`src/rtl/adder_pkg.sv`:
```
// Shared definitions for the pipelined carry-lookahead add/subtract unit.
package adder_pkg;

   localparam logic OP_ADD = 1'b0;
   localparam logic OP_SUB = 1'b1;

   function automatic int clog2(input int value);
      int result;
      result = 0;
      while ((1 << result) < value) result++;
      return result;
   endfunction

   function automatic int slice_width(input int width, input int stages);
      return width / stages;
   endfunction

endpackage

```
`src/rtl/cla_group.sv`:
```
// One GROUP-bit carry-lookahead block: every internal carry is a flat sum of products.
module cla_group #(
   parameter int GROUP = 4
) (
   input  logic [GROUP-1:0] a,
   input  logic [GROUP-1:0] b,
   input  logic             c_in,
   output logic [GROUP-1:0] s,
   output logic             pg,
   output logic             gg
);

   logic [GROUP-1:0] g;
   logic [GROUP-1:0] p;
   logic [GROUP-1:0] carry;
   // gen_pre[i]/prop_pre[i]: generate/propagate of bits [i-1:0], independent of c_in
   logic [GROUP:0]   gen_pre;
   logic [GROUP:0]   prop_pre;

   assign g = a & b;
   assign p = a | b;

   always_comb begin
      logic acc_g;
      logic acc_p;
      logic term;
      gen_pre  = '0;
      prop_pre = '0;
      for (int i = 0; i <= GROUP; i++) begin
         acc_p = 1'b1;
         acc_g = 1'b0;
         for (int j = 0; j < i; j++) acc_p = acc_p & p[j];
         for (int j = 0; j < i; j++) begin
            term = g[j];
            for (int k = j + 1; k < i; k++) term = term & p[k];
            acc_g = acc_g | term;
         end
         gen_pre[i]  = acc_g;
         prop_pre[i] = acc_p;
      end
   end

   for (genvar gi = 0; gi < GROUP; gi++) begin : g_carry
      assign carry[gi] = gen_pre[gi] | (prop_pre[gi] & c_in);
   end

   assign s  = a ^ b ^ carry;
   assign pg = prop_pre[GROUP];
   assign gg = gen_pre[GROUP];

endmodule

```
`src/rtl/pipelined_cla_adder.sv`:
```
// Pipelined carry-lookahead add/subtract: one slice per stage, carry registered between stages,
// valid/ready handshake with full backpressure and bubble collapse.
module pipelined_cla_adder
   import adder_pkg::*;
#(
   parameter int WIDTH  = 32,
   parameter int GROUP  = 4,
   parameter int STAGES = 2
) (
   input  logic             clk,
   input  logic             rst_n,
   input  logic             in_valid,
   output logic             in_ready,
   input  logic [WIDTH-1:0] a,
   input  logic [WIDTH-1:0] b,
   input  logic             c_in,
   input  logic             sub,
   output logic             out_valid,
   input  logic             out_ready,
   output logic [WIDTH-1:0] sum,
   output logic             c_out,
   output logic             overflow,
   output logic             zero
);

   localparam int SLICE = slice_width(WIDTH, STAGES);
   localparam int GPS   = SLICE / GROUP;

   if (STAGES < 1 || (WIDTH % (STAGES * GROUP)) != 0) begin : g_bad_params
      $error("pipelined_cla_adder: WIDTH must be a multiple of STAGES*GROUP");
   end

   // Unfinished operand bits ride along (skew); finished sum bits accumulate (deskew).
   typedef struct packed {
      logic [WIDTH-1:0] a_rem;
      logic [WIDTH-1:0] bx_rem;
      logic [WIDTH-1:0] sum_done;
      logic             carry;
      logic             a_msb;
      logic             bx_msb;
   } stage_payload_t;

   logic [WIDTH-1:0]  bx;
   logic              carry0;
   stage_payload_t    stage_in  [STAGES];
   stage_payload_t    stage_nxt [STAGES];
   stage_payload_t    pay_reg   [STAGES];
   logic [STAGES-1:0] valid_reg;
   logic [STAGES-1:0] advance;
   logic [STAGES-1:0] load;
   logic [STAGES-1:0] feed_valid;
   logic              overflow_reg;
   logic              zero_reg;
   logic              overflow_next;
   logic              zero_next;
   stage_payload_t    last_next;

   assign bx     = (sub == OP_SUB) ? ~b : b;
   assign carry0 = (sub == OP_SUB) ? ~c_in : c_in;

   for (genvar gi = 0; gi < STAGES; gi++) begin : g_stage
      logic [SLICE-1:0] slice_sum;
      logic [GPS-1:0]   grp_pg;
      logic [GPS-1:0]   grp_gg;
      logic [GPS-1:0]   grp_cin;
      logic             slice_cout;
      stage_payload_t   nxt;

      if (gi == 0) begin : g_head
         assign stage_in[gi]   = '{a_rem: a, bx_rem: bx, sum_done: '0, carry: carry0,
                                   a_msb: a[WIDTH-1], bx_msb: bx[WIDTH-1]};
         assign feed_valid[gi] = in_valid & in_ready;
      end else begin : g_feed
         assign stage_in[gi]   = pay_reg[gi-1];
         assign feed_valid[gi] = valid_reg[gi-1];
      end

      if (gi == STAGES - 1) begin : g_last
         assign advance[gi] = valid_reg[gi] & out_ready;
      end else begin : g_mid
         assign advance[gi] = valid_reg[gi] & load[gi+1];
      end
      assign load[gi] = ~valid_reg[gi] | advance[gi];

      for (genvar gj = 0; gj < GPS; gj++) begin : g_group
         cla_group #(.GROUP(GROUP)) u_group (
            .a    (stage_in[gi].a_rem[gi*SLICE + gj*GROUP +: GROUP]),
            .b    (stage_in[gi].bx_rem[gi*SLICE + gj*GROUP +: GROUP]),
            .c_in (grp_cin[gj]),
            .s    (slice_sum[gj*GROUP +: GROUP]),
            .pg   (grp_pg[gj]),
            .gg   (grp_gg[gj])
         );
      end

      // Second-level lookahead: each group carry-in straight from the slice carry-in.
      always_comb begin
         logic acc;
         logic term;
         grp_cin    = '0;
         slice_cout = 1'b0;
         for (int j = 0; j <= GPS; j++) begin
            acc = stage_in[gi].carry;
            for (int m = 0; m < j; m++) acc = acc & grp_pg[m];
            for (int m = 0; m < j; m++) begin
               term = grp_gg[m];
               for (int n = m + 1; n < j; n++) term = term & grp_pg[n];
               acc = acc | term;
            end
            if (j < GPS) grp_cin[j] = acc;
            else         slice_cout = acc;
         end
      end

      always_comb begin
         nxt = stage_in[gi];
         nxt.sum_done[gi*SLICE +: SLICE] = slice_sum;
         nxt.carry = slice_cout;
      end
      assign stage_nxt[gi] = nxt;
   end

   assign last_next     = stage_nxt[STAGES-1];
   assign overflow_next = (last_next.a_msb == last_next.bx_msb) &
                          (last_next.sum_done[WIDTH-1] != last_next.a_msb);
   assign zero_next     = ~|last_next.sum_done;

   always_ff @(posedge clk) begin
      if (!rst_n) begin
         valid_reg    <= '0;
         overflow_reg <= 1'b0;
         zero_reg     <= 1'b0;
         for (int k = 0; k < STAGES; k++) pay_reg[k] <= '0;
      end else begin
         for (int k = 0; k < STAGES; k++) begin
            if (load[k]) begin
               valid_reg[k] <= feed_valid[k];
               if (feed_valid[k]) pay_reg[k] <= stage_nxt[k];
            end
         end
         if (load[STAGES-1] && feed_valid[STAGES-1]) begin
            overflow_reg <= overflow_next;
            zero_reg     <= zero_next;
         end
      end
   end

   assign in_ready  = rst_n & load[0];
   assign out_valid = valid_reg[STAGES-1];
   assign sum       = pay_reg[STAGES-1].sum_done;
   assign c_out     = pay_reg[STAGES-1].carry;
   assign overflow  = overflow_reg;
   assign zero      = zero_reg;

endmodule
```
`config.mk`:
```
export PLATFORM = sky130hd
export DESIGN_NAME = pipelined_cla_adder
export DESIGN_NICKNAME = d
export VERILOG_FILES = /design/src/rtl/adder_pkg.sv /design/src/rtl/cla_group.sv /design/src/rtl/pipelined_cla_adder.sv
export SDC_FILE = /design/constraint.sdc
export NUM_CORES = 1
export LEC_CHECK = 0
export ABC_AREA = 0
export BUFFER_PORTS_ARGS = -buffer_cell sky130_fd_sc_hd__buf_2
export CELL_PAD_IN_SITES_DETAIL_PLACEMENT = 0
export CELL_PAD_IN_SITES_GLOBAL_PLACEMENT = 1
export CORE_ASPECT_RATIO = 0.8
export CORE_MARGIN = 4
export CORE_UTILIZATION = 25
export DETAILED_ROUTE_END_ITERATION = 6
export PLACE_DENSITY_LB_ADDON = 0.1
export SLEW_MARGIN = 10
export SYNTH_ARGS = -nofsm -noshare
export SYNTH_HDL_FRONTEND = slang
export SYNTH_SLANG_ARGS = --single-unit
```
`constraint.sdc`:
```
create_clock -name clk -period 10.1 [get_ports clk]
set_input_delay 2.02 -clock clk [delete_from_list [all_inputs] [get_ports clk]]
set_output_delay 2.02 -clock clk [all_outputs]
set_load 0.005 [all_outputs]
```
# [Word level (Yosys, flattened, before mapping)]
# Memory sizes are Yosys's and may differ from the RTL's.
# Cells that the tools add are included.
[word_totals] reg_bits=4 ramBits=198 in_bits=70 output_inout_bits=37 word_cells=276 memories=1
[mem_list] name="pay_reg" words=2 word_bits=99 rd=2 rd_ports_with_merged_regs=0 wr=2 line_no="pipelined_cla_adder.sv:47" text="stage_payload_t pay_reg [STAGES];"
[classes] n_eq_ne=2 muxes=13 bitwise_logic=253 reduce_logical=3
[ops] cell="$mux 99" n=2
[ops] cell="$and 1x1->1" n=121
[ops] cell="$or 1x1->1" n=96
[ops] cell="$xor 4x4->4" n=16
[ops] cell="$and 4x4->4" n=8
[ops] cell="$mux 32" n=1
[ops] cell="$not 32->32" n=1
[ops] cell="$or 4x4->4" n=8
[ops] cell="$reduce_or 32->1" n=1
[ops] cell="$mux 1" n=10
[ops] cell="$not 1->1" n=3
[ops] cell="$eq 1x1->1" n=1
[ops] cell="$logic_and 1x1->1" n=1
[ops] cell="$logic_not 1->1" n=1
[ops] cell="$ne 1x1->1" n=1

# [Depth between registers and ports, before layout]
# Gate-level depths: netlist (run 1).
[depth] depth_word=18 ltp_mapped=15 depth_no_buf=14

# [Modules after synthesis]
# From an unflattened synthesis (run 1), not the netlist that was laid out.
[unflattened] cells_unflattened=511 area_unflattened_um2=5621.6
[modules_own_cells] mod="pipelined_cla_adder" n_inst=1 cells_each=257 area_each_um2=3622.2 seq_area_each_um2=2542.4
[modules_own_cells] mod="cla_group at g_stage[0].g_group[3].u_group ..." n_inst=5 cells_each=31 area_each_um2=249.0 seq_area_each_um2=0.0
[modules_own_cells] mod="cla_group at g_stage[0].g_group[0].u_group ..." n_inst=3 cells_each=33 area_each_um2=251.5 seq_area_each_um2=0.0

# [Worst setup path after synthesis (run 1)]
# Ideal clock, no wire load.
[synth_timing] path_type="input -> register" from="in sub" to="mem pay_reg[0][16] (netlist bit) (data pin)" setup_ns=0.266 t_arrival_ns=4.824 required_ns=9.834 slack_ns=5.010 cell_stages=13 n_path_buf=2 path_cell_list="buf_2 > buf_1 > xor2_1 > inv_1 > ha_1 > or4_1 > a211oi_1 > o31a_1 > nor2_1 > o21ba_2 > fa_1 > xor2_1 > nor2_1"
[synth_rtl] element="start: declaration" line_no="pipelined_cla_adder.sv:17" text="input logic sub,"
[synth_rtl] element="end: declaration" line_no="pipelined_cla_adder.sv:47"

==> results of run 1 <==
-- path summary, 6_finish.rpt --
| path | start | endpoint | depth (start not counted) |
|---|---|---|---|
| setup / recovery | sub | pay_reg[0][16]$_SDFFCE_PN0P_ | 13 |
| hold / removal | zero$_SDFFE_PN0P_ | zero$_SDFFE_PN0P_ | 2 |
| setup reg to reg | pay_reg[0][83]$_SDFFCE_PN0P_ | zero$_SDFFE_PN0P_ | 14 |
| hold reg to reg | zero$_SDFFE_PN0P_ | zero$_SDFFE_PN0P_ | 2 |
-- through the flow --
| stage | setup slack, ps | instance area [µm²] | hold slack [ps] |
|---|---|---|---|
| floorplan | 5010 | 5690 | 477 |
| global placement | 4510 | 6590 | 499 |
| detailed placement | 4480 | 6590 | 493 |
| CTS | 4850 | 6930 | 502 |
| global route | 4570 | 6930 | 518 |
| finish | 4900 | 6930 | 496 |
-- power breakdown --
part / total, µW / switching [µW] / internal, µW
clock network: 385 / 142 / 243
registers: 456 / 18.5 / 438
logic: 250 / 142 / 107
total: 1090 / 303 / 788
-- cells by family (layout without fill, tap and decap cells) --
kind of cell / after synthesis / after routing
adders and majority gates: 72 / 72
xor gates and xnor gates: 49 / 49
AOI/OAI and AO/OA: 65 / 65
DFF: 86 / 86
buffers and inverters: 91 / 204
and+or+nand+nor: 170 / 170
-- final cells by class --
cell class              count  area share [%]
well taps                 306            5.52
multi-input cells         356            40.5
inverters                  78            4.22
repair buffers            110            8.09
clock inverters             7            1.73
flip-flops and latches     86            36.7
clock buffers               9            3.25
-- worst max-delay path: stages --
cell      delay [ps]
buf_2            760
xor2_1           250
inv_1            110
ha_1             220
nor4_2           290
nor3_2           130
a211oi_1         410
o31a_1           240
nor2_1            50
o21ba_2          200
fa_1             400
xor2_1           140
nor2_1            50
-- Yosys cell counts (all sizes together), types with 10 or more instances --
library cell	n
and2	40
nor3	10
xor2	24
nor2b	12
nand2	11
inv	78
ha	64
a21oi	17
clkbuf	10
nor2	53
edfxtp	82
xnor2	25
-- routing by layer --
layer	routed length [µm]	track usage [%]	vias up
met1	6770	15.0	1812
met3	577	2.89	13
met2	6020	17.3	69
met5	0	0	-
li1	-	-	1998
met4	179	3.09	0
==> flow_metrics.py, run 1 <==
metrics = {
    "run_status": {
        "status": "finished clean",
    },
    "synth": {
        "yosys_warnings": 0,
        "yosys.area.top_type": "edfxtp_1",
        "yosysSeqAreaShare_pct": 44.7,
        "async_flop_share_pct": 0,
        "synth_edf_count": 82,
        "synthCells": 533,
        "synth.distinct_cells": 55,
        "synth_top_area_share_pct": 43.3,
        "ys_ff_latch": 86,
        "netlist_area_um2": 5690,
        "synthSimpleGateAreaFrac_pct": 16.4,
        "syn_nets": 675,
        "muxShareOfSynthArea_pct": 0,
        "synth_compound_area_share_pct": 8.53,
        "synth_top_family_by_area": "adder cells",
        "synthTopCellsByArea": "edfxtp_1 43%, ha_1 14%, inv_1 5.1%",
        "avgSynthCellArea_um2": 10.7,
        "dominantRegCellSynth": "edfxtp_1",
        "synthAdderAreaFrac_pct": 16.9,
        "synthXorXnorAreaFrac_pct": 7.54,
    },
    "finish": {
        "largest_reg_flops": 82,
        "layout.cells.non_filler": 952,
        "diodes": 0,
        "ff_latch_area_um2": 2540,
        "layout.cells.most_common": "buf_2",
        "layout_common_cells": "106 x buf_2, 82 x edfxtp_1, 78 x inv_1",
        "areaGrowthSynthToFinish_pct": 21.8,
        "n_fill_cell": 2388,
        "nets": 783,
        "multi_input_area_um2": 2810,
        "fin_util_pct": 30.9,
        "drive_above_1_share_pct": 21.8,
    },
    "pwr": {
        "power.density_cell_area_nw_per_um2": 157,
        "max-vdd-ir-drop_mv": 0.0701,
        "p_leak_uw": 0.00313,
        "power_uw": 1090,
    },
    "sta": {
        "fmax_mhz": 192,
        "finalHoldViolCount": 0,
        "timing.slew.headroom_pct": 31.7,
        "period_needed_ps": 5200,
        "drv_slew": 0,
        "skew_ps": 4.72,
        "finalCritPeriodShare_pct": 51.4,
        "fin_setup_tns_ps": 0,
        "finalSetupViolations": 0,
        "grt_setup_unrepaired": "false",
        "worst-slew-pin-transition_ps": 1030,
    },
    "drt": {
        "drc": 0,
        "drtIter0Drc": 186,
        "dr_total_vias": 3892,
        "first_pass_iters": 4,
        "ant_nets": 0,
        "routed_wl_um": 13500,
        "avgViaCountPerCell": 4.09,
        "wl_per_cell_um": 14.2,
    },
    "clocking": {
        "clkSinkCount": 86,
        "insertion_delay_ps": 340,
        "cts_tree": "done",
        "cts-buffers-inserted": 9,
        "htree_levels": 3,
        "ctsHoldBuffers": 0,
        "post_cts.repair.setup_buffers": 0,
        "ctsLongestPathBuffers": 2,
        "root_buffer": "clkbuf_16",
        "cts_resized": 0,
        "path_clk_slew_ps": 60,
    },
    "floorplan": {
        "io_pins": 107,
        "die_h_um": 143,
        "dieArea_um2": 25300,
        "coreArea_um2": 22400,
        "initial_core_util_pct": 25.4,
        "num_rows": 49,
        "die_x_um": 177,
    },
    "worst_hold_path": {
        "min_path_type": "reg -> reg",
    },
    "global_routing": {
        "grt-ovfl-total": 0,
        "antenna_found_initial": 0,
        "grt_pass1_vias": 4034,
        "grtUsageTotal_pct": 11.0,
        "grt_max_degree": 42,
        "grt_pass1_wl_um": 21400,
    },
    "placement": {
        "hpwl_um": 10800,
        "place_congestion": 0.766,
        "portBuffers": 106,
        "dp_cells": 936,
    },
    "worst_setup_path": {
        "cp_data_required_time_ps": 10190,
        "worstPathArrival_ps": 5290,
        "crit_path_max_fanout": 33,
        "regToRegSetupSlack_ps": 5660,
        "cp-start-kind": "input port",
        "critPathKind": "in -> reg",
        "crit_path_end_kind": "register",
    },
    "run": {
        "cap_violations": 0,
    },
}
(Power assumes the default switching activity.)
==> inputs of run 2 (changes only) <==
==> constraint.sdc (replaced) <==
create_clock -name clk -period 5.1 [get_ports clk]
set_input_delay 1.02 -clock clk [delete_from_list [all_inputs] [get_ports clk]]
set_output_delay 1.02 -clock clk [all_outputs]
set_load 0.005 [all_outputs]
==> run 2 against run 1 <==
Sequential power increased by 98%. Critical path type is now reg -> reg. Count of clock-buffer cells in the layout grew 1. Combinational power increased by 100%. Highest routed layer unchanged. Critical endpoint is now zero$_SDFFE_PN0P_. Worst setup slack got worse by 4300 ps. Global-route usage up 0.55 points.
==> flow_metrics.py, run 2 (synthesis results as in run 1) <==
metrics = {
    "pwr": {
        "p_leak_uw": 0.00311,
        "combinationalPowerShare_pct": 24.9,
        "p_seq_share_pct": 45.1,
        "power_uw": 2010,
        "max-vdd-ir-drop_mv": 0.132,
        "power.density_cell_area_nw_per_um2": 292,
        "p_sw_uw": 599,
        "p_clk_share_pct": 30.1,
        "p_int_uw": 1410,
        "swShare_pct": 29.8,
    },
    "worst_setup_path": {
        "worstPathArrival_ps": 4720,
        "crit_path_max_fanout": 5,
        "cp_data_required_time_ps": 5360,
        "cp_common_cell": "nand4_1",
        "crit_path_max_incr_delay_ps": 570,
        "crit_path_end_kind": "register",
        "crit_family": "compound AO/OA/AOI/OAI gates",
        "worst-path-buf-inv": 1,
        "critPathKind": "reg -> reg",
        "crit_slowest_cell": "or4_4",
        "cp-start-kind": "register",
        "worstPathCellList": "inv_1, ha_1, nor2b_4, o21a_1, or4_4, a21oi_1, o31ai_1, fa_1, nor4b_1, nand4_1, a2111o_1, a2111oi_2, nand4_1, o31ai_2",
    },
    "clocking": {
        "cts_resized": 0,
        "ctsLongestPathBuffers": 2,
        "htree_levels": 3,
        "root_buffer": "clkbuf_16",
        "clkSinkCount": 86,
        "cts-buffers-inserted": 9,
        "path_clk_slew_ps": 60,
        "post_cts.repair.setup_buffers": 0,
        "ctsHoldBuffers": 0,
        "cts_tree": "done",
        "insertion_delay_ps": 340,
    },
    "finish": {
        "areaGrowthSynthToFinish_pct": 20.7,
        "layout_common_cells": "106 x buf_2, 82 x edfxtp_1, 78 x inv_1",
        "fin_util_pct": 30.6,
        "multi_input_area_um2": 2810,
        "layout.cells.most_common": "buf_2",
        "ff_latch_area_um2": 2540,
        "n_fill_cell": 2414,
        "drive_above_1_share_pct": 21.6,
        "diodes": 0,
        "largest_reg_flops": 82,
        "nets": 785,
    },
    "sta": {
        "finalSetupViolations": 0,
        "finalHoldViolCount": 0,
        "fin_setup_tns_ps": 0,
        "finalCritPeriodShare_pct": 87.5,
        "timing.hold.ws_ps": 496,
        "period_needed_ps": 4460,
        "worst-slew-pin-transition_ps": 721,
        "fmax_mhz": 224,
        "drv_slew": 0,
        "skew_ps": 5.98,
        "setup_ws_ps": 639,
        "timing.slew.headroom_pct": 51.9,
        "grt_setup_unrepaired": "false",
    },
    "drt": {
        "ant_nets": 0,
        "drc": 0,
        "drtIter0Drc": 148,
        "routed_wl_um": 14100,
        "wl_per_cell_um": 14.8,
        "dr_total_vias": 3897,
        "avgViaCountPerCell": 4.08,
        "first_pass_iters": 4,
    },
    "run": {
        "cap_violations": 0,
    },
    "floorplan": {
        "die_x_um": 177,
        "coreArea_um2": 22400,
        "num_rows": 49,
        "die_h_um": 143,
        "dieArea_um2": 25300,
        "io_pins": 107,
        "initial_core_util_pct": 25.4,
    },
    "run_status": {
        "status": "finished clean",
    },
    "placement": {
        "pre_cts_ws_ps": 685,
        "place_congestion": 0.778,
        "portBuffers": 106,
        "hpwl_um": 11300,
    },
    "global_routing": {
        "antenna_found_initial": 0,
        "grt_pass1_vias": 4186,
        "grt-ovfl-total": 0,
        "grt_max_degree": 30,
        "grt_pass1_wl_um": 22600,
        "grtUsageTotal_pct": 11.5,
    },
    "worst_hold_path": {
        "min_path_type": "reg -> reg",
    },
}
==> run 2: cell types whose count changed in the layout (fill, tap and decap cells not counted), sizes merged <==
cell	before	now
clkinvlp	1	0
buf	110	112
clkinv	1	6
inv	80	78
clkbuf	9	10
bufinv	3	0
==> run 2: layout make-up <==
| type | count | area share (%) |
|---|---|---|
| Timing Repair Buffer | 112 | 8.38 |
| Clock inverter | 6 | 0.565 |
| Tap cell | 306 | 5.57 |
| Multi-Input combinational cell | 356 | 40.9 |
| Inverter | 78 | 4.26 |
| Clock buffer | 10 | 3.33 |
| Sequential cell | 86 | 37.0 |
==> run 2: power groups by stage <==
stage          Clock [µW]  Combinational, µW  Sequential, µW
4_1_cts               627                515             908
5_1_grt               653                573             914
3_3_place_gp            0                510             923
2_1_floorplan           0                329             911
6_report              604                499             905
3_5_place_dp            0                511             922
==> run 2: path summary, 6_finish.rpt <==
| check | cells after the start | start | slack, ps | endpoint |
|---|---|---|---|---|
| worst min-delay path | 2 | zero$_SDFFE_PN0P_ | 500 | zero$_SDFFE_PN0P_ |
| worst max register to register | 14 | pay_reg[0][83]$_SDFFCE_PN0P_ | 640 | zero$_SDFFE_PN0P_ |
| worst min register to register | 2 | zero$_SDFFE_PN0P_ | 500 | zero$_SDFFE_PN0P_ |
| worst max-delay path | 14 | pay_reg[0][83]$_SDFFCE_PN0P_ | 640 | zero$_SDFFE_PN0P_ |
==> run 2: per-stage QoR <==
step | instance area [µm²] | cells
4_1_cts | 6870 | 954
5_1_grt | 6870 | 954
3_3_place_gp | 6600 | 938
3_5_place_dp | 6600 | 938
2_1_floorplan | 5690 | 533
6_report | 6870 | 954
==> run 2: metal layers <==
layer,vias up,wire length (µm),track usage [%]
met5,-,0,0
met4,0,118,2.69
met3,7,569,2.78
met2,72,6160,17.8
met1,1811,7280,16.5
li1,2007,-,-
==> run 2: worst min-delay path, stage by stage (launching register included) <==
cell and delay, ps:
dfxtp_1 310, nand3_1 80, o31ai_2 60
